## src/rtl/booth_pkg.sv

```systemverilog
// Shared types and the radix-4 Booth recoder
// for the sequential Booth multiplier.
package booth_pkg;

  typedef enum logic [1:0] {
    ST_IDLE = 2'd0,
    ST_BUSY = 2'd1,
    ST_DONE = 2'd2
  } state_t;

  typedef enum logic [2:0] {
    ZERO = 3'd0,
    POS1 = 3'd1,
    POS2 = 3'd2,
    NEG1 = 3'd3,
    NEG2 = 3'd4
  } digit_t;

  // Overlapping 3-bit multiplier group to a signed digit
  function automatic digit_t recode(input logic [2:0] g);
    digit_t d;
    d = ZERO;
    unique case (g)
      3'b000, 3'b111: d = ZERO;
      3'b001, 3'b010: d = POS1;
      3'b011:         d = POS2;
      3'b100:         d = NEG2;
      3'b101, 3'b110: d = NEG1;
      default:        d = ZERO;
    endcase
    return d;
  endfunction

endpackage

```

## src/rtl/booth_pp_sel.sv

```systemverilog
// Partial product select: digit times multiplicand,
// weighted by 4^idx; negatives as ~x with carry-in.
module booth_pp_sel
  import booth_pkg::*;
#(
  parameter int WIDTH = 8,
  parameter int CW    = 3
) (
  input  digit_t               digit,
  input  logic [WIDTH+1:0]     a_ext,
  input  logic [CW-1:0]        idx,
  output logic [2*WIDTH+3:0]   pp,
  output logic                 cin
);

  localparam int EW = WIDTH + 2;
  localparam int AW = 2 * WIDTH + 4;

  logic [AW-1:0] a_sx;
  logic [AW-1:0] mag;
  logic [AW-1:0] sh;
  logic          neg;

  assign a_sx = {{(AW-EW){a_ext[EW-1]}}, a_ext};

  // Pick magnitude and sign for the current digit
  always_comb begin
    mag = '0;
    neg = 1'b0;
    unique case (digit)
      ZERO: mag = '0;
      POS1: mag = a_sx;
      POS2: mag = a_sx << 1;
      NEG1: begin
        mag = a_sx;
        neg = 1'b1;
      end
      NEG2: begin
        mag = a_sx << 1;
        neg = 1'b1;
      end
      default: mag = '0;
    endcase
  end

  assign sh  = mag << {idx, 1'b0};
  assign pp  = neg ? ~sh : sh;
  assign cin = neg;

endmodule

```

## src/rtl/booth_mult_seq.sv

```systemverilog
// Sequential radix-4 Booth multiplier, one digit
// per cycle, signed or unsigned per request.
module booth_mult_seq
  import booth_pkg::*;
#(
  parameter int WIDTH = 8
) (
  input  logic                 clk,
  input  logic                 rst,
  input  logic                 in_valid,
  output logic                 in_ready,
  input  logic [WIDTH-1:0]     in_a,
  input  logic [WIDTH-1:0]     in_b,
  input  logic                 in_signed,
  output logic                 out_valid,
  input  logic                 out_ready,
  output logic [2*WIDTH-1:0]   out_prod,
  output logic                 busy
);

  localparam int ITER = WIDTH / 2 + 1;
  localparam int EW   = WIDTH + 2;
  localparam int AW   = 2 * WIDTH + 4;
  localparam int CW   = $clog2(ITER + 1);

  if ((WIDTH % 2) != 0 || WIDTH < 4) begin : g_bad_width
    $error("booth_mult_seq: WIDTH must be even and >= 4");
  end

  state_t        state;
  logic [CW-1:0] cnt;
  logic [AW-1:0] acc;
  logic [EW-1:0] a_ext;
  logic [EW:0]   mreg;
  digit_t        digit;
  logic [AW-1:0] pp;
  logic          cin;
  logic          unused_hi;

  assign digit = recode(mreg[2:0]);

  booth_pp_sel #(
    .WIDTH (WIDTH),
    .CW    (CW)
  ) u_pp_sel (
    .digit (digit),
    .a_ext (a_ext),
    .idx   (cnt),
    .pp    (pp),
    .cin   (cin)
  );

  // FSM, operand capture and accumulation
  always_ff @(posedge clk) begin
    if (rst) begin
      state <= ST_IDLE;
      cnt   <= '0;
      acc   <= '0;
      a_ext <= '0;
      mreg  <= '0;
    end else begin
      unique case (state)
        ST_IDLE: begin
          if (in_valid) begin
            a_ext <= in_signed ? {{2{in_a[WIDTH-1]}}, in_a}
                               : {2'b00, in_a};
            mreg  <= in_signed ? {{2{in_b[WIDTH-1]}}, in_b, 1'b0}
                               : {2'b00, in_b, 1'b0};
            acc   <= '0;
            cnt   <= '0;
            state <= ST_BUSY;
          end
        end
        ST_BUSY: begin
          acc  <= acc + pp + {{(AW-1){1'b0}}, cin};
          mreg <= mreg >> 2;
          cnt  <= cnt + 1'b1;
          if (cnt == CW'(ITER - 1)) begin
            state <= ST_DONE;
          end
        end
        ST_DONE: begin
          if (out_ready) begin
            state <= ST_IDLE;
          end
        end
        default: state <= ST_IDLE;
      endcase
    end
  end

  assign in_ready  = (state == ST_IDLE);
  assign busy      = (state == ST_BUSY);
  assign out_valid = (state == ST_DONE);
  assign out_prod  = out_valid ? acc[2*WIDTH-1:0] : '0;
  assign unused_hi = ^acc[AW-1:2*WIDTH];

endmodule
```

## config.mk

```make
export PLATFORM = sky130hd
export DESIGN_NAME = booth_mult_seq
export DESIGN_NICKNAME = d
export VERILOG_FILES = /design/src/rtl/booth_pkg.sv /design/src/rtl/booth_pp_sel.sv /design/src/rtl/booth_mult_seq.sv
export SDC_FILE = /design/constraint.sdc
export NUM_CORES = 1
export LEC_CHECK = 0
export CAP_MARGIN = 40
export CORE_UTILIZATION = 30
export DETAILED_ROUTE_END_ITERATION = 10
export GPL_ROUTABILITY_DRIVEN = 0
export HOLD_SLACK_MARGIN = 0.15
export PLACE_DENSITY = 0.61
export SKIP_CTS_REPAIR_TIMING = 1
export SYNTH_ARGS = -nofsm -noshare
export SYNTH_HDL_FRONTEND = slang
export SYNTH_SLANG_ARGS = --single-unit
export TNS_END_PERCENT = 1
```

## constraint.sdc

```tcl
create_clock -name clk -period 3.4 [get_ports clk]
set_clock_uncertainty 0.05 [all_clocks]
set_input_delay 0.51 -clock clk [delete_from_list [all_inputs] [get_ports clk]]
set_output_delay 0.51 -clock clk [all_outputs]
set_load 0.05 [all_outputs]
```

==> results of run 1 <==
[Yosys cell counts (6+ instances only)]
library cell and number:
o21ai_0 10, and2_1 18, inv_1 6, clkbuf_1 13
dfxtp_1 43, nor3_1 7, a22o_1 9, xnor2_1 20
a22oi_1 7, nand3_1 13, nand2_1 62, xor2_1 13
a21oi_1 43, a31oi_1 6, nor2_1 31, ha_1 20
[cell families after synthesis]
| family | share of synthesized area, % |
|---|---|
| AOI/OAI and AO/OA | 24.0 |
| xor gates and xnor gates | 9.45 |
| adders and majority gates | 8.83 |
| buffers and inverters | 3.84 |
| DFF | 28.1 |
| muxes | 3.89 |
| and+or+nand+nor | 21.9 |
[cell type report]
| class | count | area (µm²) |
|---|---|---|
| Fill cell | 1066 | 5790 |
| Sequential cell | 43 | 870 |
| Timing Repair Buffer | 66 | 594 |
| Multi-Input combinational cell | 316 | 2250 |
| Clock buffer | 5 | 68.8 |
| Tap cell | 133 | 166 |
| Clock inverter | 2 | 37.5 |
| Inverter | 10 | 37.5 |
[stage by stage]
stage / utilization (%) / std cells
finish: 41.0 / 575
global route: 41.0 / 575
CTS: 38.8 / 571
detailed placement: 37.7 / 564
global placement: 37.7 / 563
floorplan: - / 389
[worst min path at each step]
stage | to | cells after the start | slack, ns | from
5_1_grt | mreg[5]$_SDFFE_PP0P_ | 2 | 0.44 | mreg[5]$_SDFFE_PP0P_
6_report | mreg[5]$_SDFFE_PP0P_ | 2 | 0.41 | mreg[5]$_SDFFE_PP0P_
2_1_floorplan | mreg[3]$_SDFFE_PP0P_ | 2 | 0.39 | mreg[3]$_SDFFE_PP0P_
3_3_place_gp | mreg[5]$_SDFFE_PP0P_ | 2 | 0.39 | mreg[5]$_SDFFE_PP0P_
4_1_cts | mreg[5]$_SDFFE_PP0P_ | 2 | 0.41 | mreg[5]$_SDFFE_PP0P_
3_5_place_dp | mreg[5]$_SDFFE_PP0P_ | 2 | 0.40 | mreg[5]$_SDFFE_PP0P_
[state kept, by name (all words and copies together), names as in the netlist]
name,cells
a_ext,9
digit,3
mreg,10
state,2
cnt,3
acc,16
[critical path: stages (launching register included)]
cell	delay, ns
dfxtp_4	0.37
xor2_4	0.19
buf_4	0.16
a32o_2	0.29
mux4_2	0.53
nand2_4	0.11
xnor2_4	0.14
ha_4	0.25
a21o_1	0.18
a21oi_1	0.16
o21a_1	0.16
o211ai_1	0.10
a31oi_1	0.20
xnor2_1	0.09
a22o_1	0.19
[layer usage]
layer / track usage, % / wire length, µm
met4: 5.31 / 108
met3: 2.85 / 300
met2: 26.2 / 3780
met5: 0 / 0
met1: 18.5 / 3600
[power breakdown]
| part | switching, mW | internal (mW) |
|---|---|---|
| logic | 0.253 | 0.211 |
| clock network | 0.182 | 0.215 |
| registers | 0.0319 | 0.535 |
| total | 0.467 | 0.961 |
==> metrics, run 1 <==
status complete, no violations; number of setup violations in the final report 0; Clock Pin Slew Worst Setup and Hold Paths 0.08 ns; number of DRC violations after detailed-routing iteration 0 118; buffer depth of the longest clock path 2; primary flip-flop cell chosen by synthesis mapping dfxtp_1; synthesis-to-finish area growth 31.6%; CTS H-tree lvls 2; fraction of registers with async set or reset after synthesis 0%; number of enable-type register cells in the synthesized netlist 0; main area contributors after synthesis dfxtp_1 28%, ha_1 8.2%, nand2_1 7.6%; type of the tightest min-delay check register to register; commonest cells after routing, fill and taps aside 59 x nand2_1, 42 x a21oi_1, 40 x dfxtp_1; number of rows in the core area 36; average wire per standard cell 13.5 µm; worst setup timing slack at the placement stage -0.0557 ns; PnR worst setup slack 0.125 ns; routed wire length ~7800 µm; Fmax achieved 305 MHz; Horiz. Die Dim 103 µm; synthesized flop and latch total between 40 and 50; Max Cap Violations 0; Final Cycle Share 96.3%; area of the die 10600 µm²; data required time of the worst path 3.54 ns; starting density of the core 31.2%; Final Hold Slack 0.409 ns; power density over the cells between 300 and 400 nW/µm²; part of the Yosys area used for sequential elements 28.1%; critical setup path kind register to register; CP max FO 5; number of top-level pins 40; start of the worst register-to-register path digit[1]$_DFF_P_; type of element launching the critical path register; sum of overflow across all layers after global routing 0; post-DP HPWL 6020 µm; FF-to-FF End acc[14]$_SDFFE_PP0P_; headroom to the max-slew limit approximately 59%; TritonCTS clock tree yes; number of design rule violations left after detail routing 0; clock root buffer master clkbuf_8; first-pass GRT wire length 12500 µm; Setup crit end acc[14]$_SDFFE_PP0P_; minimum setup slack among reg-to-reg paths 0.12 ns; fraction of final layout cells with drive strength greater than 1 16.5%; Port-buffer cells 39; Syn Area/Cell between 7 and 8 µm²; Net count, final 484; Yosys top cell area share ~28%; peak supply drop approximately 0.00017 V; via/cell ratio 5.05; total non-filler cell area in the finished layout ~4000 µm²; max-slew violation total from the final report 0; number of cells traversed by the worst register-to-register path 14; number of nets in the synthesized netlist 431; clock latency on the worst-skew pair 0.30 ns; placed inst area approximately 3700 µm²; total routing resource utilization after global routing 15.0%; number of antenna cells inserted 0; cts bufs inserted 5; number of vias after detailed routing 2906; sum of internal, switching and leakage power 1.43 mW; Crit. Startpoint digit[1]$_DFF_P_; DRT antenna net count 0; Synth area leader dfxtp_1; CP Capture Type register; largest net degree at the start of global routing 20; most common cell after layout, fill and taps aside nand2_1; count of mapped cells out of synthesis approximately 390; Synth Cell Area 3060 µm²; crit path time final about 3.3 ns; number of antenna violations at the first check in global routing 0; Final TNS setup 0 ns; total core area 9820 µm²; Worst-Margin Slew 0.608 ns; number of clock sinks 43; synth unique cells 52; critical path arrival 3.42 ns; Yosys warning count 0; die height 103 µm; vias in the first global route roughly 2700; first-pass iteration count of the detailed router 4; P_leak approximately 1.6 nW; final hold vios 0
Power figures use the tool's default switching activity.
==> run 2, diff against run 1 <==
--- a/config.mk
+++ b/config.mk
@@ -6,11 +6,11 @@
 export NUM_CORES = 1
 export LEC_CHECK = 0
 export CAP_MARGIN = 40
-export CORE_UTILIZATION = 30
+export CORE_UTILIZATION = 50
 export DETAILED_ROUTE_END_ITERATION = 10
 export GPL_ROUTABILITY_DRIVEN = 0
 export HOLD_SLACK_MARGIN = 0.15
-export PLACE_DENSITY = 0.61
+export PLACE_DENSITY = 0.87
 export SKIP_CTS_REPAIR_TIMING = 1
 export SYNTH_ARGS = -nofsm -noshare
 export SYNTH_HDL_FRONTEND = slang
==> metrics, run 2 (synthesized netlist as in run 1, its figures left out) <==
status complete, no violations; Top Layer Used met4; biggest regs acc x16, mreg x10, a_ext x9; Clock Pin Slew Worst Setup and Hold Paths 0.09 ns; headroom to the max-slew limit 57.2%; crit path time final about 3.3 ns; Clk network pwr share 29.0%; P_leak about 1.6 nW; number of vias after detailed routing 3021; total core area approximately 5900 µm²; cts bufs inserted 5; type of the tightest min-delay check register to register; data required time of the worst path 3.56 ns; CTS H-tree lvls 2; vias in the first global route 2709; WL met2 a little under 4000 µm; peak supply drop about 0.00027 V; Max Cap Violations 0; number of rows in the core area 28; setup repair after global routing missed its margin true; buffer depth of the longest clock path 2; number of cells traversed by the worst register-to-register path 13; worst setup timing slack at the placement stage -0.114 ns; Final Cycle Share between 90% and 100%; final hold vios 0; share of total power consumed by net switching 34.0%; via/cell ratio 5.83; fill cell count 480; first-pass GRT wire length 12300 µm; Worst Hold Launch mreg[6]$_SDFFE_PP0P_; Horiz. Die Dim around 80 µm; synthesis-to-finish area growth 29.2%; number of setup violations in the final report 0; CP max FO 6; clock latency on the worst-skew pair 0.31 ns; minimum setup slack among reg-to-reg paths 0.11 ns; most common cell after layout, fill and taps aside nand2_1; commonest cells after routing, fill and taps aside 59 x nand2_1, 40 x a21oi_1, 40 x dfxtp_1; number of clock sinks 43; max-slew violation total from the final report 0; start of the worst register-to-register path digit[0]$_DFF_P_; PnR worst setup slack 0.109 ns; internal portion of total power ~970 µW; CP Capture Type register; worst hold path cell count 2; critical setup path kind register to register; number of DRC violations after detailed-routing iteration 0 about 160; Placed Cells incl. Taps 502; number of design rule violations left after detail routing 0; DRT antenna net count 0; Layout Cells excl Fill 518; power density over the cells 371 nW/µm²; sum of overflow across all layers after global routing 0; post-DP HPWL 5420 µm; Port-buffer cells 39; endpoint of the worst hold path mreg[6]$_SDFFE_PP0P_; area of the die 6440 µm²; number of antenna cells inserted 0; max FFs per register 16; relative contribution of combinational cells to total power 32.2%; number of top-level pins 40; largest net degree at the start of global routing 20; number of antenna violations at the first check in global routing 0; Metal-1 WL around 3400 µm; average wire per standard cell between 15 and 20 µm; Fmax achieved 304 MHz; total routing resource utilization after global routing around 24%; total non-filler cell area in the finished layout 3950 µm²; register ranked first by flip-flop count acc; TritonCTS clock tree yes; critical path arrival 3.45 ns; switching power total 499 µW; type of element launching the critical path register; post-layout utilization of the core 66.7%; FF-to-FF End acc[14]$_SDFFE_PP0P_; placed inst area 3600 µm²; routed wire length 7960 µm; Seq pwr share 38.8%; Worst-Margin Slew 0.639 ns; first-pass iteration count of the detailed router 5; die height 80.2 µm; clock root buffer master clkbuf_8; starting density of the core 51.7%; met3 wire len 429 µm; Net count, final roughly 480; fraction of final layout cells with drive strength greater than 1 17.6%
## run 2: cell count changes in the layout (fill, tap and decap cells not counted), sizes merged
cell / delta
clkinvlp: +1
## run 2: how the worst max path moves through the flow
stage	from	end	slack, ns	cells past startpoint
finish	digit[0]$_DFF_P_	acc[14]$_SDFFE_PP0P_	0.11	13
CTS	digit[1]$_DFF_P_	acc[15]$_SDFFE_PP0P_	-0.15	15
global placement	digit[1]$_DFF_P_	acc[13]$_SDFFE_PP0P_	0.08	13
floorplan	digit[2]$_SDFF_PP0_	acc[14]$_SDFFE_PP0P_	0.16	15
global route	digit[0]$_DFF_P_	acc[15]$_SDFFE_PP0P_	-0.09	16
detailed placement	digit[1]$_DFF_P_	acc[15]$_SDFFE_PP0P_	-0.11	15
## run 2: power groups by stage
stage / Combinational (mW) / Sequential (mW) / Clock, mW
after floorplan: 0.295 / 0.567 / 0
after global placement: 0.391 / 0.573 / 0
after global routing: 0.512 / 0.574 / 0.448
after CTS: 0.409 / 0.563 / 0.422
final: 0.472 / 0.569 / 0.426
after detailed placement: 0.405 / 0.575 / 0
## run 2: critical path, stage by stage, from the launching register on
cell,delay (ns)
dfxtp_2,0.41
clkinvlp_4,0.16
buf_4,0.18
a32o_2,0.28
mux4_2,0.50
nand2_2,0.12
xnor2_2,0.11
ha_4,0.32
nand2_2,0.08
or3_4,0.37
o211ai_1,0.18
a31oi_1,0.11
xnor2_1,0.13
a22o_1,0.19
## run 2: area by class of cell
type | count | area [µm²] | share of cell area [%]
clock inverter | 3 | 46.3 | 1.17
inverter | 10 | 41.3 | 1.04
timing repair buffer | 66 | 591 | 14.9
sequential | 43 | 870 | 22.0
multi-input combinational | 316 | 2240 | 56.7
clock buffer | 5 | 68.8 | 1.74
tap | 75 | 93.8 | 2.37
## run 2: routing by layer
metal / vias to the layer above / track usage [%]
li1: 1485 / -
met1: 1397 / 29.3
met2: 115 / 42.1
met3: 24 / 5.34
met4: 0 / 7.86
met5: - / 0
## run 2: stage by stage
| step | TNS, ns | total power [mW] | hold slack [ns] |
|---|---|---|---|
| floorplan | 0 | 0.863 | 0.387 |
| global placement | 0 | 0.963 | 0.395 |
| detailed placement | -0.173 | 0.980 | 0.403 |
| CTS | -0.306 | 1.39 | 0.415 |
| global route | -0.139 | 1.53 | 0.440 |
| finish | 0 | 1.47 | 0.412 |
==> run 3, diff against run 2 <==
--- a/config.mk
+++ b/config.mk
@@ -5,13 +5,13 @@
 export SDC_FILE = /design/constraint.sdc
 export NUM_CORES = 1
 export LEC_CHECK = 0
+export ABC_CLOCK_PERIOD_IN_PS = 3400
 export CAP_MARGIN = 40
-export CORE_UTILIZATION = 50
+export CORE_UTILIZATION = 45
 export DETAILED_ROUTE_END_ITERATION = 10
 export GPL_ROUTABILITY_DRIVEN = 0
 export HOLD_SLACK_MARGIN = 0.15
-export PLACE_DENSITY = 0.87
-export SKIP_CTS_REPAIR_TIMING = 1
+export PLACE_DENSITY = 0.81
 export SYNTH_ARGS = -nofsm -noshare
 export SYNTH_HDL_FRONTEND = slang
 export SYNTH_SLANG_ARGS = --single-unit
==> metrics, run 3 (synthesized netlist as in run 1, its figures left out) <==
data required time of the worst path roughly 3.6 ns; clock latency on the worst-skew pair 0.31 ns; Horiz. Die Dim 84.5 µm; via/cell ratio 5.86; clock root buffer master clkbuf_8; biggest regs acc x16, mreg x10, a_ext x9; CTS H-tree lvls 2; Worst-Margin Slew 0.717 ns; register ranked first by flip-flop count acc; PnR worst setup slack 0.111 ns; vias in the first global route 2775; DRT antenna net count 0; total of hold buffers inserted after clock tree synthesis 0; final hold vios 0; largest net degree at the start of global routing 20; Final Hold Slack roughly 0.41 ns; first-pass iteration count of the detailed router 8; power density over the cells between 300 and 400 nW/µm²; max-slew violation total from the final report 0; Port-buffer cells 39; number of setup violations in the final report 0; max FFs per register 16; cts bufs inserted 5; CP Capture Type register; synthesis-to-finish area growth 27.6%; number of top-level pins 40; peak supply drop ~0.00025 V; total non-filler cell area in the finished layout between 3000 and 4000 µm²; Crit path buffers/inverters 1; post-DP HPWL roughly 5700 µm; Clock Pin Slew Worst Setup and Hold Paths 0.09 ns; crit path time final 3.29 ns; placed inst area 3620 µm²; chain of cells forming the critical path xor2_2, and2_4, buf_4, a21o_1, a32oi_1, nand2_1, a31oi_1, xnor2_1, ha_1, a21oi_2, nor2b_1, o21a_1, o41ai_2, o31ai_2, xnor2_1, a22o_1; Final TNS setup 0 ns; status finished, violations left; type of the tightest min-delay check register to register; sum of internal, switching and leakage power roughly 1.5 mW; average wire per standard cell 15.4 µm; routed wire length 8010 µm; first-pass GRT wire length 12600 µm; most common cell after layout, fill and taps aside nand2_1; Max Cap Violations 0; total routing resource utilization after global routing between 20 and 25%; Fmax achieved 304 MHz; TritonCTS clock tree yes; number of rows in the core area 29; Final Cycle Share 96.7%; total core area roughly 6500 µm²; category of cells accounting for the largest share of critical-path delay compound AO/OA/AOI/OAI gates; number of antenna cells inserted 0; starting density of the core between 40% and 50%; type of element launching the critical path register; critical path arrival 3.45 ns; critical path's most frequent cell xnor2_1; met3 Resource Use GR 3.54%; worst setup timing slack at the placement stage -0.00865 ns; sum of overflow across all layers after global routing 0; number of antenna violations at the first check in global routing 0; fraction of final layout cells with drive strength greater than 1 15.8%; CP max FO 5; stage delay of the slowest cell on the critical path 0.36 ns; headroom to the max-slew limit 52.0%; peak-usage layer in the global routing report met2; die height 84.5 µm; violations in the final reports DRC; GR Layer Usage met2 38.4%; highest-delay cell along the critical path dfxtp_2; number of design rule violations left after detail routing 4; met1 demand-to-capacity share in global routing 26.5%; buffer depth of the longest clock path 2; number of clock sinks 43; P_leak roughly 1.6 nW; critical setup path kind register to register; area of the die 7130 µm²; number of vias after detailed routing 3046; Net count, final 484; commonest cells after routing, fill and taps aside 59 x nand2_1, 41 x a21oi_1, 40 x dfxtp_1; number of DRC violations after detailed-routing iteration 0 203
-- run 3: area by class of cell --
class	count	area [µm²]
fillers	571	2550
multi-input cells	316	2180
flip-flops and latches	43	867
repair buffers	66	602
well taps	77	96.3
clock buffers	5	68.8
clock inverters	3	47.5
inverters	10	37.5
-- run 3: where the power goes --
group	total (mW)	switching [mW]	internal [mW]
clock network	0.428	0.205	0.223
registers	0.567	0.0307	0.536
logic	0.458	0.254	0.204
total	1.45	0.490	0.962
-- run 3: repair_timing --
action | CTS | global route
setup buffers | 0 | 5
resized for setup | 1 | 34
endpoints found under the setup margin | 1 | 9
pin swaps | 0 | 12
gates cloned | 0 | 1
-- run 3: per-layer routing --
layer	share of wire, %	vias to the layer above
li1	-	1489
met1	40	1413
met2	51	124
met3	6.5	20
met4	2.1	0
met5	0	-
-- run 3: worst min-delay path, cell delays in order (launching register included) --
cell and delay (ns):
dfxtp_1 0.32, nand2_1 0.05, a21oi_1 0.05
-- run 3: metrics by stage --
| stage | utilization, % | cells |
|---|---|---|
| 2_1_floorplan | - | 389 |
| 3_3_place_gp | 56.0 | 505 |
| 3_5_place_dp | 56.1 | 506 |
| 4_1_cts | 58.0 | 514 |
| 5_1_grt | 60.4 | 520 |
| 6_report | 60.4 | 520 |
-- run 3: path summary, 6_finish.rpt --
path	slack, ns	cells after the start	endpoint	startpoint
max reg2reg	0.11	16	acc[15]$_SDFFE_PP0P_	digit[1]$_DFF_P_
min reg2reg	0.41	2	mreg[4]$_SDFFE_PP0P_	mreg[4]$_SDFFE_PP0P_
max	0.11	16	acc[15]$_SDFFE_PP0P_	digit[1]$_DFF_P_
min	0.41	2	mreg[4]$_SDFFE_PP0P_	mreg[4]$_SDFFE_PP0P_
